===== src/rtl/hazard_pkg.sv =====
// Shared types and defaults for the hazard/forwarding unit and its MDU tracker.
// Holds forwarding-select encoding, tracker state encoding and default latencies.
package hazard_pkg;

    typedef enum logic [1:0] {
        FWD_RF  = 2'b00,
        FWD_WB  = 2'b01,
        FWD_MEM = 2'b10
    } fwd_sel_t;

    typedef enum logic {
        MD_IDLE = 1'b0,
        MD_BUSY = 1'b1
    } md_state_t;

    localparam int MUL_LAT_DEF = 4;
    localparam int DIV_LAT_DEF = 32;

endpackage


===== src/rtl/mdu_busy_tracker.sv =====
// Tracks an in-flight MULT/DIV: busy for exactly MUL_LAT/DIV_LAT cycles after issue.
// Ports: clk, reset (async high), start_i, is_div_i -> busy_o, err_o (sticky restart-while-busy).
module mdu_busy_tracker
    import hazard_pkg::*;
#(
    parameter int MUL_LAT = MUL_LAT_DEF,
    parameter int DIV_LAT = DIV_LAT_DEF,
    parameter int CW      = $clog2(DIV_LAT + 1)
) (
    input  logic clk,
    input  logic reset,
    input  logic start_i,
    input  logic is_div_i,
    output logic busy_o,
    output logic err_o
);

    md_state_t     state_q, state_d;
    logic [CW-1:0] cnt_q, cnt_d;
    logic          err_q, err_d;

    always_ff @(posedge clk or posedge reset) begin
        if (reset) begin
            state_q <= MD_IDLE;
            cnt_q   <= '0;
            err_q   <= 1'b0;
        end else begin
            state_q <= state_d;
            cnt_q   <= cnt_d;
            err_q   <= err_d;
        end
    end

    always_comb begin
        state_d = state_q;
        cnt_d   = cnt_q;
        err_d   = err_q;
        unique case (state_q)
            MD_IDLE: begin
                if (start_i) begin
                    state_d = MD_BUSY;
                    cnt_d   = is_div_i ? CW'(DIV_LAT) : CW'(MUL_LAT);
                end
            end
            MD_BUSY: begin
                // A second issue is flagged but never restarts the count.
                if (start_i) err_d = 1'b1;
                cnt_d = cnt_q - CW'(1);
                if (cnt_q == CW'(1)) state_d = MD_IDLE;
            end
            default: state_d = MD_IDLE;
        endcase
    end

    assign busy_o = (state_q == MD_BUSY);
    assign err_o  = err_q;

endmodule


===== src/rtl/hazard_unit_mdu.sv =====
// Hazard/forwarding unit for the 5-stage pipeline with MULT/DIV busy tracking.
// Outputs forwarding selects, StallF/StallD/FlushE, MdBusy/MdErr and stall-cause counters.
// Counters are live only when HAZARD_PERF_EN is defined; otherwise they read 0.
module hazard_unit_mdu
    import hazard_pkg::*;
#(
    parameter int REG_AW  = 5,
    parameter int MUL_LAT = MUL_LAT_DEF,
    parameter int DIV_LAT = DIV_LAT_DEF,
    parameter int PERF_W  = 32
) (
    input  logic              clk,
    input  logic              reset,
    input  logic [REG_AW-1:0] rsD,
    input  logic [REG_AW-1:0] rtD,
    input  logic [REG_AW-1:0] rsE,
    input  logic [REG_AW-1:0] rtE,
    input  logic [REG_AW-1:0] WriteRegE,
    input  logic [REG_AW-1:0] WriteRegM,
    input  logic [REG_AW-1:0] WriteRegW,
    input  logic              RegWriteE,
    input  logic              RegWriteM,
    input  logic              RegWriteW,
    input  logic [1:0]        MemtoRegE,
    input  logic [1:0]        MemtoRegM,
    input  logic              BranchD,
    input  logic              bneD,
    input  logic              jrD,
    input  logic              MdStartE,
    input  logic              MdIsDivE,
    input  logic              MdUseD,
    output logic              ForwardAD,
    output logic              ForwardBD,
    output logic [1:0]        ForwardAE,
    output logic [1:0]        ForwardBE,
    output logic              StallF,
    output logic              StallD,
    output logic              FlushE,
    output logic              MdBusy,
    output logic              MdErr,
    output logic [PERF_W-1:0] LdStallCnt,
    output logic [PERF_W-1:0] BrStallCnt,
    output logic [PERF_W-1:0] MdStallCnt
);

    fwd_sel_t fwd_a, fwd_b;
    logic     lwstall, brstall, jrstall, mdstall, stall;
    logic     e_hit_s, e_hit_t, m_hit_s, m_hit_t;

    always_comb begin
        fwd_a = FWD_RF;
        if (rsE != '0 && rsE == WriteRegM && RegWriteM)      fwd_a = FWD_MEM;
        else if (rsE != '0 && rsE == WriteRegW && RegWriteW) fwd_a = FWD_WB;
        fwd_b = FWD_RF;
        if (rtE != '0 && rtE == WriteRegM && RegWriteM)      fwd_b = FWD_MEM;
        else if (rtE != '0 && rtE == WriteRegW && RegWriteW) fwd_b = FWD_WB;
    end

    assign ForwardAE = fwd_a;
    assign ForwardBE = fwd_b;
    assign ForwardAD = (rsD != '0) && (rsD == WriteRegM) && RegWriteM;
    assign ForwardBD = (rtD != '0) && (rtD == WriteRegM) && RegWriteM;

    // Producers a D-stage compare cannot forward from yet: ALU result in E, load in M.
    assign e_hit_s = RegWriteE && WriteRegE != '0 && WriteRegE == rsD;
    assign e_hit_t = RegWriteE && WriteRegE != '0 && WriteRegE == rtD;
    assign m_hit_s = (MemtoRegM != 2'b00) && WriteRegM != '0 && WriteRegM == rsD;
    assign m_hit_t = (MemtoRegM != 2'b00) && WriteRegM != '0 && WriteRegM == rtD;

    assign lwstall = (MemtoRegE != 2'b00) && rtE != '0 && (rsD == rtE || rtD == rtE);
    assign brstall = (BranchD | bneD) & (e_hit_s | e_hit_t | m_hit_s | m_hit_t);
    assign jrstall = jrD & (e_hit_s | m_hit_s);
    // MdStartE counts as busy so a dependent op right behind the issuer waits too.
    assign mdstall = MdUseD & (MdBusy | MdStartE);

    assign stall  = lwstall | brstall | jrstall | mdstall;
    assign StallF = stall;
    assign StallD = stall;
    assign FlushE = stall;

    mdu_busy_tracker #(
        .MUL_LAT (MUL_LAT),
        .DIV_LAT (DIV_LAT)
    ) u_trk (
        .clk      (clk),
        .reset    (reset),
        .start_i  (MdStartE),
        .is_div_i (MdIsDivE),
        .busy_o   (MdBusy),
        .err_o    (MdErr)
    );

`ifdef HAZARD_PERF_EN
    logic [PERF_W-1:0] ld_cnt_q, br_cnt_q, md_cnt_q;

    always_ff @(posedge clk or posedge reset) begin
        if (reset) begin
            ld_cnt_q <= '0;
            br_cnt_q <= '0;
            md_cnt_q <= '0;
        end else begin
            if (lwstall && ~&ld_cnt_q) ld_cnt_q <= ld_cnt_q + PERF_W'(1);
            if ((brstall || jrstall) && ~&br_cnt_q) br_cnt_q <= br_cnt_q + PERF_W'(1);
            if (mdstall && ~&md_cnt_q) md_cnt_q <= md_cnt_q + PERF_W'(1);
        end
    end

    assign LdStallCnt = ld_cnt_q;
    assign BrStallCnt = br_cnt_q;
    assign MdStallCnt = md_cnt_q;
`else
    assign LdStallCnt = '0;
    assign BrStallCnt = '0;
    assign MdStallCnt = '0;
`endif

endmodule

===== config.mk =====
export PLATFORM = sky130hd
export DESIGN_NAME = hazard_unit_mdu
export DESIGN_NICKNAME = d
export VERILOG_FILES = /design/src/rtl/hazard_pkg.sv /design/src/rtl/mdu_busy_tracker.sv /design/src/rtl/hazard_unit_mdu.sv
export SDC_FILE = /design/constraint.sdc
export NUM_CORES = 1
export LEC_CHECK = 0
export CORE_ASPECT_RATIO = 2
export CORE_MARGIN = 2
export CORE_UTILIZATION = 36
export CTS_CLUSTER_SIZE = 10
export DETAILED_ROUTE_END_ITERATION = 8
export HOLD_SLACK_MARGIN = 0.02
export PLACE_DENSITY = 0.88
export SLEW_MARGIN = 20
export SYNTH_ARGS = -nofsm -noshare
export SYNTH_HDL_FRONTEND = slang
export SYNTH_SLANG_ARGS = --single-unit

===== constraint.sdc =====
create_clock -name clk -period 4 [get_ports clk]
set_clock_uncertainty 0.1 [all_clocks]
set_input_delay 0.8 -clock clk [delete_from_list [all_inputs] [get_ports clk]]
set_output_delay 0.8 -clock clk [all_outputs]
set_load 0.02 [all_outputs]

### Word-level counts from Yosys, hierarchy flattened

Index checks and enable logic that the tools add are counted.

* input bits: 50
* output and inout bits: 107
* register bits after elaboration: 8
* word-level logic and storage cells: 71

* eq/ne operators: 14
* $add $sub $neg: 1
* bitwise operators: 13
* reductions and logical operators: 30
* multiplexer cells: 10

Operators with widths (count)
* $eq 5x5->1: 12
* $reduce_bool 5->1: 6
* $logic_and 1x1->1: 20
* $mux 6: 2
* $pmux 6 s2: 1
* $or 1x1->1: 9
* $eq 6x1->1 const B: 1
* $sub 6x1->6 const B: 1
* $mux 1: 4
* $mux 2: 2
* $reduce_bool 2->1: 2
* $and 1x1->1: 3
* $ne 2x2->1 const B: 1
* $pmux 1 s2: 1
* $reduce_and 2->1: 1
* $logic_or 1x1->1: 1
* $not 1->1: 1

### Logic depth before layout (Yosys ltp)

* word-level depth: 10
* gate-level depth with buffers: 7
* gate-level depth less buffers: 5

### Modules after synthesis

From an unflattened synthesis, not the netlist that was laid out.

* cells, all modules: 247
* area total of the unflattened synthesis: 1920.6 µm²

Modules (own cells, without submodules)
* hazard_unit_mdu: times used 1, seq. area each 0.0 µm², cells each 204, area an instance 1501.4 µm²
* mdu_busy_tracker: times used 1, seq. area each 200.2 µm², cells each 43, area an instance 419.2 µm²

### Least setup slack after synthesis

No wires, ideal clock.

* path kind: in2out
* start point: input rsE[0]
* end point: output ForwardAE[0]
* slack: 0.793 ns
* buffers on the path: 0
* data required time: 3.100 ns
* stages on the path: 4
* arrival time: 2.307 ns
* cells stage by stage: or4_1 -> nor2_1 -> nor4_1 -> nor4_1

* word-level cells in the longest chain between the ends: 5
* elaborated cells on any way between the ends: 9
* classes of those cells: eq/ne (2); mux (2); reduce/logical (5)

RTL lines
* start, declared: line hazard_unit_mdu.sv:16 `input logic [REG_AW-1:0] rsE,`
* $eq 5x5->1 or $reduce_bool 5->1 (tied branches): line hazard_unit_mdu.sv:53, hazard_unit_mdu.sv:52
* $logic_and 1x1->1 (2 in series): line hazard_unit_mdu.sv:53 `else if (rsE != '0 && rsE == WriteRegW && RegWriteW) fwd_a = FWD_WB;`
* $mux 1: line hazard_unit_mdu.sv:53
* $mux 2 *: line hazard_unit_mdu.sv:52 `if (rsE != '0 && rsE == WriteRegM && RegWriteM) fwd_a = FWD_MEM;`
* end, declared: line hazard_unit_mdu.sv:34 `output logic [1:0] ForwardAE,`

Every way passes the cells marked *; elsewhere a longest branch is shown, timed or not.

### Worst setup path after layout

Ends and elaborated chain as after synthesis.

==> out/qor.yml <==
status: "complete, no violations"
insertion_delay_ns: 0.23
diodes: 0
synth-async-reset-ratio_pct: 100.0
ys_top_cells_by_area: "buf_4, xnor2_1, dfrtp_1"
fp-row-count: 37
ys_warn_count: 0
grt_util_met2_pct: 30.78
grt_pass1_wl_um: 6789
path_class: "input port to primary output"
synth-edff-count: 0
die_w_um: 55.50
grt.busiest_layer: "met2"
whs_path_depth: 1
synth_top_family_by_area: "buffers and inverters"
synth-compound-area-share_pct: 6.291
cap_violations: 0
dr_total_vias: 1617
synth_area_mm2: 0.001909
hold_violations: 0
drtPass1Iterations: 4
tns_ns: 0
min_from: "u_trk.err_o$_DFFE_PP0P_"
finalWirelength_um: 4450
synth.top_cell.area_share_pct: 40.89
crit-reg2reg-launch: "u_trk.busy_o$_DFF_PP0_"
htree_num_levels: 1
fin_nets: 361
cts_buffers: 3
drtIter0Drc: 31
crit_buf_inv: 2
dpl.cell_count: 362
initial_core_util_pct: 37.16
io_buffer_count: 60
die_y_um: 107.0
p_per_area_mw_per_mm2: 280.9
multi_input_area_mm2: 0.001236
synth-xor-area-share_pct: 22.94
clk_path_buf_depth: 2
area.growth.synth_to_final_pct: 18.94
cpPeakStageDelay_ns: 0.68
gp_congestion: 0.8730
holdCritPathClass: "register to register"
path_clk_slew_ns: 0.04
worstPathRequired_ns: 3.10
yosys.area_share.simple_pct: 15.33
rsz0062_at_grt: "no"
postCtsHoldBufs: 0
vias_per_cell: 4.430
rrSetupSlack_ns: 2.48
core_area_mm2: 0.005139
cp_top_family: "buffers and inverters"
maxSlewViolCount: 0
synth-seq-cells: 8
crit_fanout: 3
hpwl_um: 4012
antenna_found_initial: 0
cts_tree: "done"
ys_seq_area_share_pct: 10.48
ys.flop_type: "dfrtp_1"
nFillCells: 491
grt_use_total_pct: 14.28
fin_crit_sh_pct: 97.51
ios: 157
grt_start_max_net_pins: 10
use_met1_pct: 11.86
antenna_left: 0
yosysTopAreaCell: "buf_4"
cts_setup_buffers: 0
grt_pass1_vias: 1512
muxShareOfSynthArea_pct: 0
leakage_nw: 1.018
seqCellArea_um2: 200.2
die_area_mm2: 0.005937
clock-sinks: 8
r2r_cells: 4
setup_viol: 0
post_drt_wl_per_cell_um: 12.19
clock.fmax_mhz: 256.4
synth_commonest_cells: "buf_4, xnor2_1, xor2_1"
r2r_end: "u_trk.cnt_q[5]$_DFFE_PP0N_"
drcViolationCount: 0
ir_drop_mv: 0.4128
avgSynthCellArea_um2: 7.762
postCtsResizedCells: 0
yosysMostFrequentCell: "buf_4"
min_to: "u_trk.err_o$_DFFE_PP0P_"
grt_overflow: 0
cp_cell_sequence: "clkdlybuf4s50_1, or4_1, nor2_1, nor4_1, nor4_1, clkdlybuf4s50_1"
synth_cell_types: 34
post-route-min-period_ns: 3.900
critPathCaptureType: "primary output"
postSynthCellCount: 246
cp-start-kind: "input port"
grtUsageMet3_pct: 2.051
synthAdderAreaFrac_pct: 1.311
arrival_ns: 3.00
instances_no_fill: 365
slowest_stage: "clkdlybuf4s50_1"
clockRootBuffer: "clkbuf_8"
hold_ws_ns: 0.3695
drive_gt1_share_pct: 6.515
==> stage by stage <==
stage               util, %  power, mW  instance area (µm²)  setup slack, ns
CTS                   44.05     0.6406                 2263          0.01989
detailed placement    43.24     0.5382                 2222          0.01930
global route          44.19     0.6854                 2271          0.01229
global placement      43.24     0.5211                 2222          0.05751
floorplan                 -     0.4854                 2266           0.7926
finish                44.19     0.6378                 2271          0.09976
==> state kept, by name, summed over array words and instances, names as in the netlist <==
signal        flops
u_trk.err_o       1
u_trk.busy_o      1
u_trk.cnt_q       6
==> where the power goes <==
part	total, mW	leakage, nW	switching (mW)	internal [mW]
registers	0.154	0.0895	0.0380	0.116
logic	0.385	0.907	0.229	0.156
clock network	0.0979	0.0216	0.0327	0.0653
==> how the worst max path moves through the flow <==
stage | end | from | cells past startpoint
floorplan | ForwardAE[0] | rsE[0] | 4
detailed placement | StallD | WriteRegM[1] | 7
global placement | StallF | WriteRegM[1] | 7
global route | ForwardAE[0] | rsE[0] | 6
CTS | StallD | WriteRegM[1] | 6
finish | ForwardAE[0] | rsE[0] | 6
==> per-layer routing <==
| layer | wire [µm] | up-vias |
|---|---|---|
| met2 | 2502 | 148 |
| met1 | 1316 | 718 |
| met3 | 447 | 15 |
| li1 | - | 736 |
| met4 | 184 | 0 |
| met5 | 0 | - |
==> cell usage in the layout, fill, tap and decap left out, types with 7 or more instances in the layout <==
cell | Yosys | final
nand2_1 | 7 | 7
clkdlybuf4s50_1 | 0 | 57
dfrtp_1 | 8 | 8
conb_1 | 1 | 96
nand4_1 | 7 | 7
xnor2_1 | 34 | 34
nor2_1 | 11 | 11
buf_4 | 104 | 12
nor3_1 | 9 | 9
xor2_1 | 16 | 16
==> final cells by class <==
| cell class | count | share of cell area, % |
|---|---|---|
| inverters | 6 | 0.9917 |
| multi-input cells | 218 | 54.44 |
| well taps | 58 | 3.196 |
| flip-flops and latches | 8 | 8.815 |
| clock buffers | 3 | 1.818 |
| repair buffers | 72 | 30.74 |
==> cells by family (layout without fill, tap and decap cells) <==
family / after synthesis / after routing
XOR/XNOR: 50 / 50
AO/OA/AOI/OAI: 18 / 18
other: 1 / 96
AND/OR/NAND/NOR: 52 / 52
adder cells (fa/ha/maj): 2 / 2
buffers and inverters: 115 / 81
flip-flops: 8 / 8
Power figures use the tool's default switching activity.
